[src/rtl/hazard_scoreboard.sv]
// hazard_scoreboard
// Tracks the destination registers of the instructions currently in the
// execute-side stages and, for the instruction sitting in ID, works out
// where each source operand must come from and whether ID has to stall.
// A multi-cycle (md) op freezes the whole tracker while it occupies stage 1.
//
// Ports
//   clk_i          : clock
//   rst_ni         : asynchronous active-low reset
//   id_valid_i     : a decoded instruction is presented in ID
//   id_rs_addr_i   : NUM_SRC packed 5-bit source register addresses
//   id_rd_i        : destination register of the ID instruction
//   id_reg_write_i : ID instruction writes id_rd_i
//   id_is_load_i   : ID instruction's result is only available from stage 2
//   id_is_md_i     : ID instruction is a multi-cycle op
//   flush_i        : kill the stage-1 record and the ID instruction
//   fwd_sel_o      : per source, 0 = register file, k = forward from stage k
//   stall_o        : hold PC/ID this cycle
//   md_busy_o      : a multi-cycle op is holding the pipeline
module hazard_scoreboard #(
   parameter  int NUM_FWD = 2,
   parameter  int NUM_SRC = 2,
   parameter  int MD_LAT  = 4,
   localparam int SELW    = $clog2(NUM_FWD + 1)
) (
   input  logic                      clk_i,
   input  logic                      rst_ni,
   input  logic                      id_valid_i,
   input  logic [NUM_SRC*5-1:0]      id_rs_addr_i,
   input  logic [4:0]                id_rd_i,
   input  logic                      id_reg_write_i,
   input  logic                      id_is_load_i,
   input  logic                      id_is_md_i,
   input  logic                      flush_i,
   output logic [NUM_SRC*SELW-1:0]   fwd_sel_o,
   output logic                      stall_o,
   output logic                      md_busy_o
);

   localparam int CW = (MD_LAT > 1) ? $clog2(MD_LAT) : 1;

   // Index 0 holds stage 1 (EX), index NUM_FWD-1 the oldest tracked stage.
   logic [NUM_FWD-1:0] vld_q;
   logic [NUM_FWD-1:0] wr_q;
   logic [NUM_FWD-1:0] ld_q;
   logic [4:0]         rd_q [NUM_FWD];
   logic [CW-1:0]      md_cnt_q;

   logic                    md_busy;
   logic                    hazard;
   logic                    issue;
   logic [NUM_SRC*SELW-1:0] fwd_sel;

   // A non-zero counter means the md op in stage 1 is still computing and
   // everything is frozen around it.
   assign md_busy = (md_cnt_q != '0);

   // Forwarding select and hazard detection. The stage loop runs from oldest
   // to youngest so the youngest match is the one that sticks. Only stage 1
   // can be not-ready: a load there has no data yet, and an md op there has
   // no data while its counter is running. Destination x0 never matches,
   // which also keeps x0 sources away from forwarding and stalls.
   always_comb begin
      fwd_sel = '0;
      hazard  = 1'b0;
      for (int s = 0; s < NUM_SRC; s++) begin
         for (int k = NUM_FWD - 1; k >= 0; k--) begin
            if (vld_q[k] && wr_q[k] && (rd_q[k] != 5'd0) &&
                (rd_q[k] == id_rs_addr_i[s*5 +: 5])) begin
               fwd_sel[s*SELW +: SELW] = SELW'(k + 1);
            end
         end
         if ((fwd_sel[s*SELW +: SELW] == SELW'(1)) && (ld_q[0] || md_busy)) begin
            hazard = 1'b1;
         end
      end
   end

   assign stall_o   = md_busy || (id_valid_i && hazard);
   assign issue     = id_valid_i && !stall_o && !flush_i;
   assign fwd_sel_o = fwd_sel;
   assign md_busy_o = md_busy;

   // Record pipeline. Outside a freeze every stage shifts and stage 1 takes
   // the issued instruction or a bubble. A flush both shifts (even mid
   // freeze) and kills the record leaving stage 1, so it shows up as a bubble
   // in stage 2 rather than as a live forwarding source. During a freeze the
   // records hold and only the counter moves.
   always_ff @(posedge clk_i or negedge rst_ni) begin
      if (!rst_ni) begin
         vld_q    <= '0;
         wr_q     <= '0;
         ld_q     <= '0;
         md_cnt_q <= '0;
         for (int k = 0; k < NUM_FWD; k++) begin
            rd_q[k] <= 5'd0;
         end
      end else if (!md_busy || flush_i) begin
         for (int k = 1; k < NUM_FWD; k++) begin
            vld_q[k] <= vld_q[k-1] && !(flush_i && (k == 1));
            wr_q[k]  <= wr_q[k-1];
            ld_q[k]  <= ld_q[k-1];
            rd_q[k]  <= rd_q[k-1];
         end
         vld_q[0] <= issue;
         wr_q[0]  <= id_reg_write_i;
         ld_q[0]  <= id_is_load_i;
         rd_q[0]  <= id_rd_i;
         md_cnt_q <= (issue && id_is_md_i) ? CW'(MD_LAT - 1) : '0;
      end else begin
         md_cnt_q <= md_cnt_q - CW'(1);
      end
   end

endmodule

[config.mk]
export PLATFORM = sky130hd
export DESIGN_NAME = hazard_scoreboard
export DESIGN_NICKNAME = d
export VERILOG_FILES = /design/src/rtl/hazard_scoreboard.sv
export SDC_FILE = /design/constraint.sdc
export NUM_CORES = 1
export LEC_CHECK = 0
export CAP_MARGIN = 10
export CORE_MARGIN = 5
export CORE_UTILIZATION = 30
export CTS_CLUSTER_DIAMETER = 150
export DETAILED_ROUTE_END_ITERATION = 12
export DONT_BUFFER_PORTS = 1
export GPL_TIMING_DRIVEN = 0
export PLACE_DENSITY = 0.4
export SLEW_MARGIN = 20
export SYNTH_ARGS = -nofsm -noshare
export SYNTH_HDL_FRONTEND = slang
export SYNTH_SLANG_ARGS = --single-unit
[constraint.sdc]
create_clock -name clk_i -period 2.43 [get_ports clk_i]
set_clock_uncertainty 0.2 [all_clocks]
set_input_delay 0.243 -clock clk_i [delete_from_list [all_inputs] [get_ports clk_i]]
set_output_delay 0.243 -clock clk_i [all_outputs]
set_load 0.02 [all_outputs]
After elaboration in Yosys (flattened, before gate mapping)
Cells that the tools add are included.

Reductions and logical operators: 24. Add/sub/neg operators: 1. Div/mod/pow operators: 0. Shifts and indexed selects: 0. Multipliers: 0. Eq/ne operators: 6. Bitwise gates (word level): 0. Multiplexer cells: 8. $lt $le $gt $ge: 0.

Operators with widths (count): 5-bit == test (4); 1-bit logical AND (15); 2-bit 2-to-1 mux (6); 5-bit nonzero test (2); 2-bit by 1-bit == test with 1-bit output (second input constant) (2); 1-bit zero test (3); 1-bit logical OR (3); 1-bit 2-to-1 mux (2); 2-bit nonzero test (1); 2-bit by 1-bit subtractor with 2-bit output (second input constant) (1).

Output and inout port bits: 6. Register bits: 17. Bits in latches: 0. Memory bits (read-only): 0. Memories: 0. Bits in writable memories: 0.

Logic depth before layout (Yosys ltp)
Depth after elaboration: 17. Gate-level depth with buffers: 6. Depth with buffers taken out: 6.

Worst setup path before layout
Ideal clock, no wire load.

Kind: register to output. From: reg rd_q[6] in the netlist's numbering. To: out fwd_sel_o[3]. Arrival: 1808 ps. Data required time: 1987 ps. Cell stages (with the launch flop): 5. Slack: 179 ps. Cells stage by stage: dfrtp_1 -> or4_4 -> o211ai_2 -> nor2_1 -> nor4_2.

Cells in the longest elaborated chain, start to end: 4. Elaborated cells on any way between the ends: 5. Those cells by class: eq/ne: 1; mux: 1; reduce/logical: 3.

RTL lines: start, declared (RTL line 46) `logic [4:0] rd_q [NUM_FWD];`; start signal, assigned by index (RTL line 103) `rd_q[k] <= rd_q[k-1];`; 5-bit nonzero test (RTL line 68) `if (vld_q[k] && wr_q[k] && (rd_q[k] != 5'd0) &&`; 1-bit logical AND (RTL line 68); 1-bit logical AND (*) (RTL line 68); 2-bit 2-to-1 mux (*) (RTL line 68); end, declared (RTL line 35) `output logic [NUM_SRC*SELW-1:0] fwd_sel_o,`.

Every way passes the cells marked *; elsewhere a longest branch is shown, timed or not.

Final worst setup path
Same ends and word-level chain as after synthesis.

==> flow_summary.ini <==
[status]
outcome = finished with violations
violations = setup timing

[worst_setup_path]
start_kind = register
worstPathCellList = or4_4 > o211ai_4 > nor2_4 > nor4_4
crit_family = simple AND/OR/NAND/NOR gates
endpoint_kind = output pin
critPathKind = reg -> out
critPathSlowestCell = or4_4
worstPathArrival_ns = 2.06
cp.required_ns = 1.99
critical_path.n_buffers_inverters = 0
cp_max_fo = 5
critPathMaxStageDelay_ns = 0.54

[clock_network]
clk_path_buf_depth = 2
clk_pin_slew_ns = 0.10
cts_tree = yes
cts_buffers = 3
h-tree-depth = 1
insertion_delay_ns = 0.28
root_buffer = clkbuf_4
cts.sinks = 17

[cells_and_area]
diodes = 0
fin_cells = 143
mostFrequentLayoutCell = xor2_1
drive_above_1_share = 0.273
nNetsFinal = 123
syn_to_final_growth_pct = 25.9
layout_common_cells = 16 x xor2_1, 15 x dfrtp_1, 13 x mux2_2

[timing]
finalCriticalPeriod_ns = 2.50
finalHoldViolations = 0
fin_ws_ns = -0.0701
worst_pin_slew_ns = 0.774
hold_ws_ns = 0.0572
fmax_mhz = 400
fin_crit_sh = 1.03
tns_ns = -0.129
relSlewSlack = 0.482
finalSetupViolCount = 3
rsz0062_at_grt = yes
timing_max_transition_violations_final = 0

[synthesis]
avgSynthCellArea_um2 = 11.7
netlist_instances = 82
synthTopCellsByArea = dfrtp_1 45%, mux2_2 15%, xor2_1 15%
yosysWarnings = 0
seq_area_frac_synth = 0.445
yosysUniqueCellTypes = 22
ys_seq_elements = 17
syn-cell-area_um2 = 956
synth_fp_nets = 105
yosysTopAreaCell = dfrtp_1
yosysTopAreaCellShare = 0.445

[global_routing]
gr-total-overflow = 0
antenna_found_initial = 0
track_usage = 0.105
first_global_vias = 697
grt_pass1_wl_um = 3420
grt_max_degree = 18

[drt]
drc_errors = 0
vias = 678
ant_nets = 0
via_per_inst = 4.74
post_drt_wl_per_cell_um = 14.8
firstDrtPassIters = 4
wirelength_um = 2120
drtIter0Drc = 17

[place]
io_buffers = 0
hpwlAfterDp_um = 1670
dp_cells = 126
globalplace.congestion = 0.721

[run]
cap_violations = 0

[power]
power_leakage_nw = 0.459
p_total_w = 0.00115
power_density_nw_per_um2 = 952
ir_drop_mv = 0.348

[die]
die_h_um = 66.5
die_w_um = 66.5
dieArea_um2 = 4420
fp-row-count = 20
core-area_um2 = 3050
io_pins = 28
initial_core_util = 0.313

[hold_path]
hold_path.class = in -> reg
routing by layer:
metal | track usage | up-vias | routed length (µm)
li1 | - | 324 | -
met1 | 0.139 | 332 | 918
met2 | 0.155 | 20 | 990
met3 | 0.0270 | 2 | 185
met4 | 0.0533 | 0 | 21
met5 | 0 | - | 0
metrics by stage:
step            util  instance area, µm²  setup WS [ns]
6_report       0.394                1200        -0.0701
5_1_grt        0.394                1200         -0.153
4_1_cts        0.383                1170        -0.0869
3_5_place_dp   0.331                1010        0.00864
3_3_place_gp   0.331                1010        -0.0109
2_1_floorplan      -                 956          0.179
state kept, by name, indices dropped and copies added, names as in the netlist:
signal    cells
md_cnt_q      2
vld_q         2
rd_q         10
wr_q          2
ld_q          1
logic make-up after synthesis:
family	after synthesis	synth area share
XOR/XNOR	20	0.183
AND/OR/NAND/NOR	20	0.126
flip-flops	17	0.445
multiplexers	14	0.164
AO/OA/AOI/OAI	6	0.0524
buffers and inverters	4	0.0170
adder cells (fa/ha/maj)	1	0.0131
power breakdown:
group / leakage (nW) / internal [W] / switching (W)
clock network: 0.0150 / 0.0000636 / 0.0000827
registers: 0.203 / 0.000392 / 0.000132
logic: 0.242 / 0.000242 / 0.000233
total: 0.459 / 0.000698 / 0.000448
what timing repair did:
item | in CTS | in global routing
endpoints found under the setup margin | 3 | 3
setup buffers | 0 | 2
hold buffers | 11 | 0
endpoints found under the hold margin | 28 | 0
resized for setup | 3 | 5
pin swaps | 2 | 5
Yosys cell counts:
cell,instances
nor3_1,2
inv_1,3
nand2_1,3
o32ai_1,1
or4_4,1
dfrtp_1,17
o211ai_2,1
o2bb2ai_1,1
nor2_1,5
nor4_2,2
ha_1,1
o211ai_1,1
or4_1,3
o21ai_0,1
nand3_1,3
xor2_1,16
mux2_2,13
xnor2_1,4
a211oi_1,1
buf_2,1
nand2b_1,1
mux2i_1,1
tightest hold or removal path, stage by stage:
cell and delay [ns]:
nand2_1 0.07, a211oi_2 0.07, o2bb2ai_1 0.12
path summary, 6_finish.rpt:
kind	cells after the start	endpoint	from	slack (ns)
max reg2reg	5	rd_q[3]	md_cnt_q[0]	0.34
min	3	md_cnt_q[0]	id_valid_i	0.06
max in group asynchronous	1	rd_q[6]	rst_ni	1.22
min reg2reg	1	wr_q[1]	wr_q[1]	0.33
min in group asynchronous	1	rd_q[2]	rst_ni	0.27
max	4	fwd_sel_o[3]	rd_q[6]	-0.07
layout make-up:
cell class	instances	area [µm²]
buffer	1	5.00
clock buffer	4	26.3
fill	318	1850
inverter	3	11.3
multi-input combinational	61	553
sequential	17	428
tap	44	55.1
timing repair buffer	13	125
(Power assumes the default switching activity.)
